$ cat src/rtl/bs_pkg.sv
`default_nettype none
// +--------------------------------------------------------------------------+
// | Package     : bs_pkg                                                     |
// | Description : Shared opcode, ALU-op and sequencer-state definitions for  |
// |               the bit-serial CPU control path.                           |
// | Revision    : 1.0 - initial parametrised sequencer release               |
// +--------------------------------------------------------------------------+
package bs_pkg;

    typedef logic [3:0] opcode_t;
    typedef logic [2:0] alu_op_t;

    // Instruction opcodes
    localparam opcode_t OP_ADD     = 4'h0;
    localparam opcode_t OP_SUB     = 4'h1;
    localparam opcode_t OP_SLLI    = 4'h2;
    localparam opcode_t OP_SRLI    = 4'h3;
    localparam opcode_t OP_OR      = 4'h4;
    localparam opcode_t OP_AND     = 4'h5;
    localparam opcode_t OP_XOR     = 4'h6;
    localparam opcode_t OP_LOAD    = 4'h7;
    localparam opcode_t OP_ADDI    = 4'h8;
    localparam opcode_t OP_SUBI    = 4'h9;
    localparam opcode_t OP_ORI     = 4'hA;
    localparam opcode_t OP_ANDI    = 4'hB;
    localparam opcode_t OP_XORI    = 4'hC;
    localparam opcode_t OP_LOADI   = 4'hD;
    localparam opcode_t OP_STORE   = 4'hE;
    localparam opcode_t OP_ILLEGAL = 4'hF;

    // ALU operation select encodings
    localparam alu_op_t ALU_ADD = 3'd0;
    localparam alu_op_t ALU_SUB = 3'd1;
    localparam alu_op_t ALU_XOR = 3'd2;
    localparam alu_op_t ALU_AND = 3'd3;
    localparam alu_op_t ALU_OR  = 3'd4;
    localparam alu_op_t ALU_SLL = 3'd5;
    localparam alu_op_t ALU_SRL = 3'd6;

    // Sequencer states
    typedef enum logic [2:0] {
        IDLE   = 3'd0,
        DECODE = 3'd1,
        SHIFT  = 3'd2,
        WRITE  = 3'd3,
        DONE   = 3'd4
    } state_t;

endpackage
`default_nettype wire

$ cat src/rtl/bs_ctrl_seq_if.sv
`default_nettype none
// +--------------------------------------------------------------------------+
// | Interface   : bs_ctrl_seq_if                                             |
// | Description : Instruction fetch handshake between fetch/load logic       |
// |               (master) and the control sequencer (slave).                |
// | Revision    : 1.0 - initial parametrised sequencer release               |
// +--------------------------------------------------------------------------+
interface bs_ctrl_seq_if;
    logic       inst_valid;
    logic [3:0] opcode;
    logic       inst_ready;

    modport master (
        output inst_valid,
        output opcode,
        input  inst_ready
    );

    modport slave (
        input  inst_valid,
        input  opcode,
        output inst_ready
    );
endinterface
`default_nettype wire

$ cat src/rtl/bs_alu_op_decode.sv
`default_nettype none
// +--------------------------------------------------------------------------+
// | Module      : bs_alu_op_decode                                           |
// | Description : Pure combinational opcode classifier: ALU op select plus   |
// |               load / store / illegal flags.                              |
// | Revision    : 1.0 - initial parametrised sequencer release               |
// +--------------------------------------------------------------------------+
module bs_alu_op_decode
    import bs_pkg::*;
(
    input  logic [3:0] opcode,
    output logic [2:0] alu_op,
    output logic       is_load,
    output logic       is_store,
    output logic       is_illegal
);

    // Map each opcode to its ALU function and instruction class
    always_comb begin
        alu_op     = ALU_ADD;
        is_load    = 1'b0;
        is_store   = 1'b0;
        is_illegal = 1'b0;
        case (opcode)
            OP_ADD, OP_ADDI:   alu_op     = ALU_ADD;
            OP_SUB, OP_SUBI:   alu_op     = ALU_SUB;
            OP_XOR, OP_XORI:   alu_op     = ALU_XOR;
            OP_AND, OP_ANDI:   alu_op     = ALU_AND;
            OP_OR,  OP_ORI:    alu_op     = ALU_OR;
            OP_SLLI:           alu_op     = ALU_SLL;
            OP_SRLI:           alu_op     = ALU_SRL;
            OP_LOAD, OP_LOADI: is_load    = 1'b1;
            OP_STORE:          is_store   = 1'b1;
            OP_ILLEGAL:        is_illegal = 1'b1;
            default:           alu_op     = ALU_ADD;
        endcase
    end

endmodule
`default_nettype wire

$ cat src/rtl/bs_ctrl_seq.sv
`default_nettype none
// +--------------------------------------------------------------------------+
// | Module      : bs_ctrl_seq                                                |
// | Description : Parametrised control sequencer for the bit-serial CPU.     |
// |               Fetches over valid/ready, runs DATA_W serial bit cycles    |
// |               per ALU op with its own bit counter, supports abort and    |
// |               illegal-opcode trapping. All outputs are registered.       |
// | Revision    : 1.0 - initial parametrised sequencer release               |
// +--------------------------------------------------------------------------+
module bs_ctrl_seq
    import bs_pkg::*;
#(
    parameter int DATA_W   = 8,                 // must be >= 2
    parameter int CNT_W    = $clog2(DATA_W),
    parameter int AUTO_RUN = 0
) (
    input  logic             clk,
    input  logic             rst_n,
    bs_ctrl_seq_if.slave     fetch,
    input  logic             step,
    input  logic             abort,
    output logic             busy,
    output logic             alu_start,
    output logic [2:0]       alu_op,
    output logic             carry_en,
    output logic             reg_shift_en,
    output logic             acc_write_en,
    output logic             acc_load_en,
    output logic             reg_store_en,
    output logic [CNT_W-1:0] bit_idx,
    output logic             done,
    output logic             illegal
);

    localparam bit             C_AUTO     = (AUTO_RUN != 0);
    localparam logic [CNT_W-1:0] C_CNT_INIT = CNT_W'(DATA_W - 1);
    localparam logic [CNT_W-1:0] C_ONE      = CNT_W'(1);
    // DATA_W reduced modulo 2**CNT_W; the subtraction below wraps correctly
    // because the true result is always below DATA_W.
    localparam logic [CNT_W-1:0] C_DATA_W_M = CNT_W'(DATA_W);

    state_t           state_q, state_d;
    logic [3:0]       opcode_q, opcode_d;
    logic [CNT_W-1:0] cnt_q, cnt_d;

    logic             inst_ready_q, inst_ready_d;
    logic             busy_q, busy_d;
    logic             alu_start_q, alu_start_d;
    logic [2:0]       alu_op_q, alu_op_d;
    logic             carry_en_q, carry_en_d;
    logic             reg_shift_en_q, reg_shift_en_d;
    logic             acc_write_en_q, acc_write_en_d;
    logic             acc_load_en_q, acc_load_en_d;
    logic             reg_store_en_q, reg_store_en_d;
    logic [CNT_W-1:0] bit_idx_q, bit_idx_d;
    logic             done_q, done_d;
    logic             illegal_q, illegal_d;

    logic [2:0]       dec_alu_op;
    logic             dec_load;
    logic             dec_store;
    logic             dec_illegal;
    logic             dec_alu;

    // Decoding the next-cycle opcode lets the registered outputs line up with
    // the state they belong to; outside IDLE opcode_d equals opcode_q.
    bs_alu_op_decode u_dec (
        .opcode     (opcode_d),
        .alu_op     (dec_alu_op),
        .is_load    (dec_load),
        .is_store   (dec_store),
        .is_illegal (dec_illegal)
    );

    assign dec_alu = !(dec_load || dec_store || dec_illegal);

    // Next-state, opcode latch and bit counter; abort overrides every transition
    always_comb begin
        state_d  = state_q;
        opcode_d = opcode_q;
        cnt_d    = cnt_q;
        case (state_q)
            IDLE: begin
                if (fetch.inst_valid && (C_AUTO || step)) begin
                    state_d  = DECODE;
                    opcode_d = fetch.opcode;
                end
            end
            DECODE: begin
                if (dec_alu) begin
                    state_d = SHIFT;
                    cnt_d   = C_CNT_INIT;
                end else begin
                    state_d = DONE;
                end
            end
            SHIFT: begin
                cnt_d = cnt_q - C_ONE;
                if (cnt_q == C_ONE) begin
                    state_d = WRITE;
                end
            end
            WRITE:   state_d = DONE;
            DONE:    state_d = IDLE;
            default: state_d = IDLE;
        endcase
        if (abort && (state_q != IDLE)) begin
            state_d = IDLE;
            cnt_d   = '0;
        end
    end

    // Moore output decode of the next state, registered below. Bit 0 is
    // shifted in DECODE, so SHIFT covers bits 1..DATA_W-1.
    always_comb begin
        inst_ready_d   = (state_d == IDLE);
        busy_d         = (state_d != IDLE);
        alu_start_d    = (state_d == DECODE) && dec_alu;
        alu_op_d       = ((state_d == DECODE) || (state_d == SHIFT) || (state_d == WRITE))
                         ? dec_alu_op : ALU_ADD;
        carry_en_d     = ((state_d == DECODE) && dec_alu) || (state_d == SHIFT) || (state_d == WRITE);
        reg_shift_en_d = ((state_d == DECODE) && dec_alu) || (state_d == SHIFT);
        acc_write_en_d = (state_d == SHIFT) || (state_d == WRITE);
        acc_load_en_d  = (state_d == DECODE) && dec_load;
        reg_store_en_d = (state_d == DECODE) && dec_store;
        bit_idx_d      = (state_d == SHIFT) ? (C_DATA_W_M - cnt_d) : '0;
        done_d         = (state_d == DONE);
        illegal_d      = (state_d == DONE) && dec_illegal;
    end

    // State, opcode, counter and output registers with synchronous reset
    always_ff @(posedge clk) begin
        if (!rst_n) begin
            state_q        <= IDLE;
            opcode_q       <= '0;
            cnt_q          <= '0;
            inst_ready_q   <= 1'b1;
            busy_q         <= 1'b0;
            alu_start_q    <= 1'b0;
            alu_op_q       <= '0;
            carry_en_q     <= 1'b0;
            reg_shift_en_q <= 1'b0;
            acc_write_en_q <= 1'b0;
            acc_load_en_q  <= 1'b0;
            reg_store_en_q <= 1'b0;
            bit_idx_q      <= '0;
            done_q         <= 1'b0;
            illegal_q      <= 1'b0;
        end else begin
            state_q        <= state_d;
            opcode_q       <= opcode_d;
            cnt_q          <= cnt_d;
            inst_ready_q   <= inst_ready_d;
            busy_q         <= busy_d;
            alu_start_q    <= alu_start_d;
            alu_op_q       <= alu_op_d;
            carry_en_q     <= carry_en_d;
            reg_shift_en_q <= reg_shift_en_d;
            acc_write_en_q <= acc_write_en_d;
            acc_load_en_q  <= acc_load_en_d;
            reg_store_en_q <= reg_store_en_d;
            bit_idx_q      <= bit_idx_d;
            done_q         <= done_d;
            illegal_q      <= illegal_d;
        end
    end

    assign fetch.inst_ready = inst_ready_q;
    assign busy             = busy_q;
    assign alu_start        = alu_start_q;
    assign alu_op           = alu_op_q;
    assign carry_en         = carry_en_q;
    assign reg_shift_en     = reg_shift_en_q;
    assign acc_write_en     = acc_write_en_q;
    assign acc_load_en      = acc_load_en_q;
    assign reg_store_en     = reg_store_en_q;
    assign bit_idx          = bit_idx_q;
    assign done             = done_q;
    assign illegal          = illegal_q;

endmodule
`default_nettype wire

$ cat src/flat_wrapper.sv
// flat-port wrapper written by rule: the top's interface ports become plain ports
module bs_ctrl_seq_flat import bs_pkg::*;
#(
    parameter int DATA_W   = 8,                                
    parameter int CNT_W    = $clog2(DATA_W),
    parameter int AUTO_RUN = 0
)
  (clk, rst_n, step, abort, busy, alu_start, alu_op, carry_en, reg_shift_en, acc_write_en, acc_load_en, reg_store_en, bit_idx, done, illegal, fetch_inst_valid, fetch_opcode, fetch_inst_ready);
  bs_ctrl_seq_if fetch_i ();
  input  logic clk;
  input  logic rst_n;
  input  logic step;
  input  logic abort;
  output logic busy;
  output logic alu_start;
  output logic [2:0] alu_op;
  output logic carry_en;
  output logic reg_shift_en;
  output logic acc_write_en;
  output logic acc_load_en;
  output logic reg_store_en;
  output logic [CNT_W-1:0] bit_idx;
  output logic done;
  output logic illegal;
  input wire logic [$bits(fetch_i.inst_valid)-1:0] fetch_inst_valid;
  input wire logic [$bits(fetch_i.opcode)-1:0] fetch_opcode;
  output wire logic [$bits(fetch_i.inst_ready)-1:0] fetch_inst_ready;
  assign fetch_i.inst_valid = fetch_inst_valid;
  assign fetch_i.opcode = fetch_opcode;
  assign fetch_inst_ready = fetch_i.inst_ready;
  bs_ctrl_seq #(.DATA_W(DATA_W), .CNT_W(CNT_W), .AUTO_RUN(AUTO_RUN)) u_core (.clk(clk), .rst_n(rst_n), .fetch(fetch_i), .step(step), .abort(abort), .busy(busy), .alu_start(alu_start), .alu_op(alu_op), .carry_en(carry_en), .reg_shift_en(reg_shift_en), .acc_write_en(acc_write_en), .acc_load_en(acc_load_en), .reg_store_en(reg_store_en), .bit_idx(bit_idx), .done(done), .illegal(illegal));
endmodule
$ cat config.mk
export PLATFORM = sky130hd
export DESIGN_NAME = bs_ctrl_seq_flat
export DESIGN_NICKNAME = d
export VERILOG_FILES = /design/src/rtl/bs_pkg.sv /design/src/rtl/bs_ctrl_seq_if.sv /design/src/rtl/bs_alu_op_decode.sv /design/src/rtl/bs_ctrl_seq.sv /design/src/flat_wrapper.sv
export SDC_FILE = /design/constraint.sdc
export NUM_CORES = 1
export LEC_CHECK = 0
export ABC_AREA = 1
export BUFFER_PORTS_ARGS = -buffer_cell sky130_fd_sc_hd__buf_2
export CAP_MARGIN = 20
export CORE_UTILIZATION = 48
export DETAILED_ROUTE_END_ITERATION = 6
export PLACE_DENSITY = 0.72
export SLEW_MARGIN = 15
export SYNTH_ARGS = -nofsm -noshare
export SYNTH_HDL_FRONTEND = slang
export SYNTH_SLANG_ARGS = --single-unit
$ cat constraint.sdc
create_clock -name clk -period 1.6 [get_ports clk]
set_input_delay 0.16 -clock clk [delete_from_list [all_inputs] [get_ports clk]]
set_output_delay 0.16 -clock clk [all_outputs]
set_load 0.01 [all_outputs]
==> flow_metrics.tcl <==
set metrics [dict create \
    synthTopCellsByArea "dfxtp_1, nand2_1, inv_1" \
    crit_path_start_kind "flip-flop" \
    power.density_nw_per_um2 946 \
    maxCapViolCount 0 \
    routed_wl_mm 3.12 \
    syn-num-nets 178 \
    crit_chain "nor2_4, buf_4, buf_4, nand2_1, mux2_2, nand2_1, nand2_1, ha_2, inv_2, nand2_2, a21oi_2" \
    rsz0062_at_grt "yes" \
    max_freq_ghz 0.561 \
    peakVddDrop_uv 813 \
    setup_violations 15 \
    clock-sinks 26 \
    critPathCaptureType "flip-flop" \
    clk_pin_slew_ps 150 \
    grt_pass1_wl_mm 4.69 \
    rows 18 \
    critPathRequiredTime_ps 1890 \
    finalMaxSlewViolations 0 \
    hold_viol 0 \
    root_buffer "clkbuf_4" \
    ios 25 \
    grt_max_degree 16 \
    fin_nets 234 \
    start_util_pct 50.6 \
    gp_congestion 0.898 \
    num_vias 1233 \
    min_to "u_core.state_q[2]" \
    overflow 0 \
    min_period_over_period_pct 111 \
    drc_errors 0 \
    r2r_slack_ps -180 \
    core_area_sq_um 2480 \
    cts_buffers 3 \
    tightest_slew_ps 363 \
    drive_gt1_share_pct 50.7 \
    finClkSkew_ps 4.73 \
    grt_pass1_vias 1204 \
    syn_inst 166 \
    yosys.area.top_type "dfxtp_1" \
    pwr-share-comb_pct 31.1 \
    synth_area_sq_um 1250 \
    placed_cells 238 \
    relSlewSlack_pct 75.6 \
    syn_to_final_growth_pct 44.1 \
    detail-route-antenna-nets 0 \
    die_area_sq_um 2820 \
    grt_antenna_before_repair 0 \
    p_leak_uw 0.000946 \
    vias_per_cell 4.91 \
    pwr-share-seq_pct 41.3 \
    clkPwrFrac_pct 27.6 \
    period_needed_ps 1780 \
    r2r-end "u_core.bit_idx[2]" \
    yosysUniqueCellTypes 28 \
    syn_area_per_cell_sq_um 7.54 \
    die_h_microns 53.1 \
    hold_path_depth 4 \
    yosysWarnings 0 \
    finalPower_uw 1710 \
    cp_max_fo 4 \
    synth_top_area_share_pct 41.6 \
    clk_latency_ps 350 \
    r2r_cells 11 \
    grt.total_usage_pct 23.1 \
    diodes 0 \
    crit_type "flip-flop to flip-flop" \
    min_from "abort" \
    r2r-start "u_core.state_q[0]" \
    hp-class "input pin to flip-flop" \
    synth-seq-cells 26 \
    fp.dieW_microns 53.1 \
    tritoncts "done" \
    status "finished with violations" \
    cp.arrival_ps 2080 \
    dp_hpwl_mm 2.10 \
    drt_iter0_drc 15 \
    slowest_delay_ps 400 \
    internal_power_uw 1170 \
    yosysSeqAreaShare_pct 41.6 \
    crit_top_cell "nand2_1" \
    wire_per_inst_microns 12.4 \
    failed_checks "negative setup slack" \
    first_pass_iters 4 \
    crit_path_top_delay_cell "dfxtp_2" \
    fin_cells 251 \
    swShare_pct 31.5 \
    htreeDepth 1 \
    port_buffers 24 \
    netSwitchingPower_uw 538 \
    setup_slack_ps -183 \
    clockBufferDepth 2 \
]
Yosys cell counts, drive strengths merged:
cell    instances
ha              3
mux2            1
o21ai           3
xnor2           1
a31oi           1
xor2            1
o22ai           2
nand2          53
a21oi           4
nor3            3
dfxtp          26
a211oi          1
inv            25
clkinv          2
nand3           9
nor2           27
nand4           4
power groups by stage:
stage / clock network [uW] / registers, uW / logic, uW
floorplan: 0 / 728 / 265
global placement: 0 / 717 / 416
detailed placement: 0 / 719 / 430
CTS: 468 / 705 / 458
global route: 486 / 709 / 584
finish: 472 / 705 / 531
registers in the layout, summed over array words and instances (netlist names):
name,cells
u_core.acc_load_en,1
u_core.acc_write_en,1
u_core.alu_op,3
u_core.alu_start,1
u_core.bit_idx,3
u_core.busy,1
u_core.carry_en,1
u_core.cnt_q,3
u_core.done,1
u_core.fetch.inst_ready,1
u_core.illegal,1
u_core.opcode_q,4
u_core.reg_shift_en,1
u_core.reg_store_en,1
u_core.state_q,3
layout make-up:
| cell class | count | area (sq um) |
|---|---|---|
| sequential | 26 | 527 |
| multi-input combinational | 113 | 754 |
| fill | 187 | 673 |
| tap | 30 | 37.5 |
| clock inverter | 1 | 30.0 |
| timing repair buffer | 51 | 330 |
| clock buffer | 3 | 22.5 |
| inverter | 27 | 103 |
placed cells by master, fill, tap and decap left out, types with 3 or more instances in the layout:
master    count
nand3_4       3
nand2_4       8
nor2_4        5
clkbuf_4      3
nor2_1       17
inv_2         6
dfxtp_1      23
nand2_2      14
buf_2        24
nand2_1      31
nand4_1       3
nand3_1       3
buf_4        25
nand3_2       3
inv_1        19
nor2_2        5
kinds of logic after synthesis:
logic type | synth area share (%)
compound gates | 5.49
fa+ha+maj | 3.00
buf+inv | 8.19
xor+xnor | 1.40
simple gates | 39.5
flops | 41.6
mux | 0.899
worst max-delay path, delay by kind of cell, from the launching register on:
kind	cells	cell delay, ps
flops	1	400
buf+inv	3	310
fa+ha+maj	1	220
mux	1	340
compound gates	1	110
simple gates	5	340
stage by stage:
step           instance area [sq um]  setup TNS, ps  hold WS (ps)  setup WS, ps  util [%]
6_report                        1800          -1280           150          -183      72.8
5_1_grt                         1800          -3410           162          -326      72.8
4_1_cts                         1670           -507           110          -137      67.2
3_5_place_dp                    1560           -192           456          -104      62.8
3_3_place_gp                    1560          -56.6           457         -29.1      62.8
2_1_floorplan                   1260          -56.6           256         -34.7         -
worst max-delay path by stage:
stage	cells past startpoint	startpoint	end
3_3_place_gp	12	u_core.state_q[2]	u_core.bit_idx[2]
6_report	11	u_core.state_q[0]	u_core.bit_idx[2]
3_5_place_dp	12	u_core.state_q[0]	u_core.bit_idx[2]
2_1_floorplan	12	u_core.state_q[2]	u_core.bit_idx[2]
5_1_grt	14	u_core.state_q[2]	u_core.bit_idx[2]
4_1_cts	12	u_core.state_q[0]	u_core.bit_idx[2]
what timing repair did:
item | in CTS | in global routing
hold buffers | 0 | 0
cloned | 0 | 0
setup endpoints to repair | 11 | 20
buffers inserted | 4 | 5
resized for setup | 7 | 27
pin swaps | 2 | 14
metal layers:
metal	vias up	part of all wire (%)	track usage [%]
met4	0	1.6	11.0
li1	629	-	-
met2	20	54	46.4
met3	6	2.4	3.16
met5	-	0	0
met1	578	42	22.3
Power figures use the tool's default switching activity.
